## config.mk

```make
export PLATFORM = sky130hd
export DESIGN_NAME = seq_alu
export DESIGN_NICKNAME = d
export VERILOG_FILES = /design/src/rtl/seq_alu.sv
export SDC_FILE = /design/constraint.sdc
export NUM_CORES = 1
export LEC_CHECK = 0
export BUFFER_PORTS_ARGS = -buffer_cell sky130_fd_sc_hd__buf_2
export CAP_MARGIN = 20
export CORE_UTILIZATION = 45
export DETAILED_ROUTE_END_ITERATION = 16
export PLACE_DENSITY = 0.72
export REMOVE_ABC_BUFFERS = 1
export SYNTH_ARGS = -nofsm -noshare
export SYNTH_HDL_FRONTEND = slang
export SYNTH_SLANG_ARGS = --single-unit
export TNS_END_PERCENT = 5
```

## constraint.sdc

```tcl
create_clock -name clk -period 2.6 [get_ports clk]
set_input_delay 0.13 -clock clk [delete_from_list [all_inputs] [get_ports clk]]
set_output_delay 0.13 -clock clk [all_outputs]
set_load 0.005 [all_outputs]
```

## src/rtl/seq_alu.sv

```systemverilog
`default_nettype none
// ============================================================================
//  Module   : seq_alu
//  Brief    : Sequential ALU with valid/ready handshakes on request and result.
//             Single-cycle ops: addu, subu, and, sll, srl.
//             Optional iterative shift-add multu (one multiplier bit per cycle),
//             enabled by defining the macro SEQ_ALU_MULT_EN. Without it, multu
//             completes as an illegal request and hi stays at zero.
//  Revision : 1.0 - initial release
// ============================================================================
module seq_alu #(
   parameter int WIDTH = 32,
   parameter int SHW   = $clog2(WIDTH)
) (
   input  logic             clk,
   input  logic             rst,
   input  logic             in_valid,
   output logic             in_ready,
   input  logic [WIDTH-1:0] Src1,
   input  logic [WIDTH-1:0] Src2,
   input  logic [SHW-1:0]   Shamt,
   input  logic [5:0]       Funct,
   output logic             out_valid,
   input  logic             out_ready,
   output logic [WIDTH-1:0] result,
   output logic [WIDTH-1:0] hi,
   output logic             Zero,
   output logic             illegal
);

   // Operation encodings
   localparam logic [5:0] c_addu  = 6'b001001;
   localparam logic [5:0] c_subu  = 6'b001010;
   localparam logic [5:0] c_and   = 6'b010001;
   localparam logic [5:0] c_sll   = 6'b100001;
   localparam logic [5:0] c_srl   = 6'b100010;
`ifdef SEQ_ALU_MULT_EN
   localparam logic [5:0] c_multu = 6'b011001;
`endif

   typedef enum logic [1:0] {
      IDLE = 2'd0,
      BUSY = 2'd1,
      DONE = 2'd2
   } state_t;

   state_t           r_state;
   state_t           w_next_state;

   logic [WIDTH-1:0] r_result;
   logic [WIDTH-1:0] r_hi;
   logic             r_zero;
   logic             r_illegal;

   logic [WIDTH-1:0] w_alu;
   logic             w_single;
   logic             w_is_mult;
   logic             w_accept;

   assign in_ready  = (r_state == IDLE);
   assign out_valid = (r_state == DONE);
   assign result    = r_result;
   assign hi        = r_hi;
   assign Zero      = r_zero;
   assign illegal   = r_illegal;

   // Operands are only sampled on the edge where a request is accepted.
   assign w_accept  = in_valid && (r_state == IDLE);

   // Decode Funct and evaluate the single-cycle operations.
   always_comb begin
      w_alu     = '0;
      w_single  = 1'b1;
      w_is_mult = 1'b0;
      case (Funct)
         c_addu:  w_alu = Src1 + Src2;
         c_subu:  w_alu = Src1 - Src2;
         c_and:   w_alu = Src1 & Src2;
         c_sll:   w_alu = Src1 << Shamt;
         c_srl:   w_alu = Src1 >> Shamt;
`ifdef SEQ_ALU_MULT_EN
         c_multu: begin
            w_single  = 1'b0;
            w_is_mult = 1'b1;
         end
`endif
         default: w_single = 1'b0;
      endcase
   end

`ifdef SEQ_ALU_MULT_EN
   // Number of shift-add steps; BUSY holds one extra edge to publish.
   localparam logic [SHW:0] c_mul_steps = (SHW+1)'(WIDTH);

   // Product register: upper half accumulates, lower half holds the
   // not-yet-consumed multiplier bits, shifting right one bit per step.
   logic [2*WIDTH-1:0] r_prod;
   logic [WIDTH-1:0]   r_mcand;
   logic [SHW:0]       r_count;
   logic [WIDTH:0]     w_psum;
   logic               w_mul_step;
   logic               w_mul_done;

   assign w_psum     = {1'b0, r_prod[2*WIDTH-1:WIDTH]}
                     + {1'b0, (r_prod[0] ? r_mcand : {WIDTH{1'b0}})};
   assign w_mul_step = (r_state == BUSY) && (r_count != c_mul_steps);
   assign w_mul_done = (r_state == BUSY) && (r_count == c_mul_steps);

   // Iterative shift-add multiplier datapath.
   always_ff @(posedge clk or posedge rst) begin
      if (rst) begin
         r_prod  <= '0;
         r_mcand <= '0;
         r_count <= '0;
      end else if (w_accept && w_is_mult) begin
         r_prod  <= {{WIDTH{1'b0}}, Src2};
         r_mcand <= Src1;
         r_count <= '0;
      end else if (w_mul_step) begin
         r_prod  <= {w_psum, r_prod[WIDTH-1:1]};
         r_count <= r_count + 1'b1;
      end
   end
`endif

   // State register.
   always_ff @(posedge clk or posedge rst) begin
      if (rst) begin
         r_state <= IDLE;
      end else begin
         r_state <= w_next_state;
      end
   end

   // Next-state logic.
   always_comb begin
      w_next_state = r_state;
      case (r_state)
         IDLE: begin
            if (in_valid) begin
               w_next_state = w_is_mult ? BUSY : DONE;
            end
         end
         BUSY: begin
`ifdef SEQ_ALU_MULT_EN
            if (w_mul_done) begin
               w_next_state = DONE;
            end
`else
            w_next_state = IDLE;
`endif
         end
         DONE: begin
            if (out_ready) begin
               w_next_state = IDLE;
            end
         end
         default: w_next_state = IDLE;
      endcase
   end

   // Result/flag registers: written only on a completion, held otherwise.
   always_ff @(posedge clk or posedge rst) begin
      if (rst) begin
         r_result  <= '0;
         r_hi      <= '0;
         r_zero    <= 1'b1;
         r_illegal <= 1'b0;
      end else if (w_accept) begin
         if (w_single) begin
            r_result  <= w_alu;
            r_hi      <= '0;
            r_zero    <= (w_alu == '0);
            r_illegal <= 1'b0;
         end else if (!w_is_mult) begin
            // Unsupported op: keep the old values, refresh Zero from them.
            r_zero    <= ({r_hi, r_result} == '0);
            r_illegal <= 1'b1;
         end
      end
`ifdef SEQ_ALU_MULT_EN
      else if (w_mul_done) begin
         r_result  <= r_prod[WIDTH-1:0];
         r_hi      <= r_prod[2*WIDTH-1:WIDTH];
         r_zero    <= (r_prod == '0);
         r_illegal <= 1'b0;
      end
`endif
   end

endmodule
`default_nettype wire

```

==> run summary <==
clock sinks: 35
root buf cell: clkbuf_16
Starting Density: 0.459
fraction of layout cells with a size suffix above 1: 0.496
num rows: 49
setup ws final: -1.58 ns
Post-Syn Area: 8240 um2
port bufs: 114
Final Critical Period: 4.18 ns
RR Endpoint: Zero$_DFFE_PP1P_
Tot GR Track Use: 0.438
die area: 18900 um2
Pleak: 6.34 nW
Worst-Margin Slew: 1.21 ns
final hold viol count: 0
vias in the first global route: 10600
vias per cell: 6.23
predominant post-synthesis flop cell: dfrtp_1
Layout Skew: 0.00759 ns
Max Freq: 239 MHz
Post-Route WL: 42.0 mm
outcome: complete, but fails checks
most frequent cell after synthesis: nand2_1
area of the core: 18000 um2
chip height: 137 um
initial antenna violation count: 0
warning count from the yosys run: 0
die span in x: 137 um
Area after DPL: 12300 um2
WL per Instance: 23.0 um
area share of the largest cell type after synthesis: 0.103
Inst Count DP: 1804
register bit total from synthesis: 35
total power: 0.00387 W
reg-to-reg slack, setup: 0.24 ns
Num CTS Buffers: 5
RSZ-0062 raised after global routing: yes
failing checks: setup timing
Synth top cells by count: nand2_1, nor2_1, o21ai_0
Hold Path End: r_state[1]$_DFFE_PP0P_
Final HPWL DP: 34.5 mm
# nets final: 1708
RR Startpoint: r_state[1]$_DFFE_PP0P_
CTS tree: built
TritonRoute pass-1 iters: 5
worst setup path class: in -> reg
Worst-Skew Late Latency: 0.29 ns
grt total ovfl: 0
PwrDens: 294 nW/um2
CP max FO: 6
# H-tree levels: 2
Critical Path RT: 2.83 ns
Reg2Reg Depth: 10
Synth area leader: dfrtp_1
Cell variety after synth: 83
global-route wire length before repair: 61.3 mm
Max clock buf depth: 2
syn avg cell area: 7.74 um2
async set-or-reset flop fraction in the synthesized netlist: 1.00
Worst VDD drop: 0.386 mV
antenna cell count: 0
Worst EP arrival: 4.41 ns
Max Slew Vio Count: 0
Hold Crit Depth: 2
max-slew headroom at the worst pin: 0.193
vias: 11400
fill count: 1423
Seq/Total Area, Yosys: 0.106
starting DRC count in detailed routing: 1144
Worst setup SP type: input port
min-delay worst type: in -> reg
# setup viols final: 31
ANT nets after route: 0
DRC: 0
largest net degree at the start of global routing: 48
register area: 877 um2
top cells by area, synth: dfrtp_1, mux4_2, mux2_2, mux2i_1, nand2_1
hold path startpoint: out_ready
Max-cap violations: 0
Syn-to-layout area delta: 59.4%
area of the multi-input gates: 7450 um2
Synth Instances: 1065
Design Area, Final: 13100 um2
final estimated routing congestion in global placement: 1.04
Post-synth EDFFs: 0
Worst setup EP type: flop
Util after Layout: 0.731
setup TNS: -22.22 ns
period utilization: 1.61
io pins: 147
final std cells w/o fill: 1825
Clock transition at path regs: 0.06 ns
==> worst max-delay path, cell delays in order <==
cell and delay (ns):
buf_2 0.10, or4_4 0.56, nor2_4 0.19, nand2_4 0.12, nor3_4 0.14, nand2_2 0.13, buf_4 0.18, o31ai_2 0.20
xor2_1 0.19, ha_1 0.27, and3_4 0.19, nand2_1 0.13, nor3_2 0.07, o2111ai_1 0.12, nor4bb_4 0.44, a2bb2oi_2 0.16
nand3_1 0.11, nor4_1 0.30, nand4_1 0.18, or4_1 0.41, nand2_1 0.08
==> routing by layer <==
metal / up-vias / global-route usage / wire length (um)
met4: 0 / 0.204 / 2160
met1: 5416 / 0.575 / 17100
met2: 687 / 0.714 / 19000
met5: - / 0 / 0
met3: 122 / 0.0511 / 3690
li1: 5145 / - / -
==> report_power, final <==
part	total, W	internal (W)	switching [W]
clock	0.000699	0.000452	0.000247
combinational	0.00255	0.00124	0.00131
sequential	0.000621	0.000589	0.0000317
==> what timing repair did <==
item	CTS	global route
endpoints found under the hold margin	17	0
resized for setup	90	47
setup buffers	9	3
setup endpoints to repair	32	32
hold buffers	1	0
pin swaps	32	31
==> worst max-delay path by stage <==
stage              from               end  slack [ns]  depth (start not counted)
2_1_floorplan  Funct[2]  Zero$_DFFE_PP1P_       -1.77                         16
3_3_place_gp    Src2[4]  Zero$_DFFE_PP1P_       -2.11                         21
3_5_place_dp    Src2[4]  Zero$_DFFE_PP1P_       -2.23                         21
4_1_cts         Src2[4]  Zero$_DFFE_PP1P_       -1.46                         19
5_1_grt         Src2[9]  Zero$_DFFE_PP1P_       -1.74                         21
6_report        Src2[4]  Zero$_DFFE_PP1P_       -1.58                         21
==> registers in the layout, indices dropped and copies added, names as in the netlist <==
name,count
result,32
illegal,1
Zero,1
r_state,1
==> layout make-up <==
class / count / area share
clock inverters: 3 / 0.00333
repair buffers: 593 / 0.326
multi-input cells: 943 / 0.568
clock buffers: 5 / 0.00953
inverters: 17 / 0.00486
well taps: 229 / 0.0218
flip-flops and latches: 35 / 0.0668
==> cell usage in the layout, fill, tap and decap left out, types with 6 or more instances in the layout <==
master	count
o31ai_1	8
dfrtp_1	34
o21ai_0	49
xor2_1	21
nand2b_1	7
mux2_2	47
nand4_1	14
a31oi_1	17
o21a_1	10
mux2i_1	47
buf_2	112
nor3_2	7
a32oi_1	8
and2_1	7
buf_4	468
nor2b_1	10
ha_1	29
inv_1	14
nor3_1	36
nand3_1	31
mux4_2	31
and3_1	16
o22ai_1	13
o211a_1	6
conb_1	32
xnor2_1	26
a21o_1	15
o211ai_1	14
nand2_1	110
nor4_1	14
a21oi_2	12
nor2_1	70
mux4_1	6
a21oi_1	44
buf_12	7
a211oi_1	12
o21ai_1	8
a32o_1	6
==> stage by stage <==
stage          hold slack [ns]  worst slack, ns
2_1_floorplan            0.215            -1.77
3_3_place_gp             0.235            -2.11
3_5_place_dp             0.247            -2.23
4_1_cts                0.00701            -1.46
5_1_grt                0.00973            -1.74
6_report                0.0112            -1.58
==> kinds of logic (layout without fill, tap and decap cells) <==
| logic type | count (synthesis) | in the layout | synth area share |
|---|---|---|---|
| muxes | 131 | 131 | 0.225 |
| adders and majority gates | 34 | 34 | 0.0525 |
| xor gates and xnor gates | 48 | 48 | 0.0510 |
| AOI/OAI and AO/OA | 310 | 310 | 0.259 |
| DFF | 35 | 35 | 0.106 |
| other | 1 | 32 | 0.000455 |
| buffers and inverters | 118 | 618 | 0.0730 |
| and+or+nand+nor | 388 | 388 | 0.233 |
(Power assumes the default switching activity.)
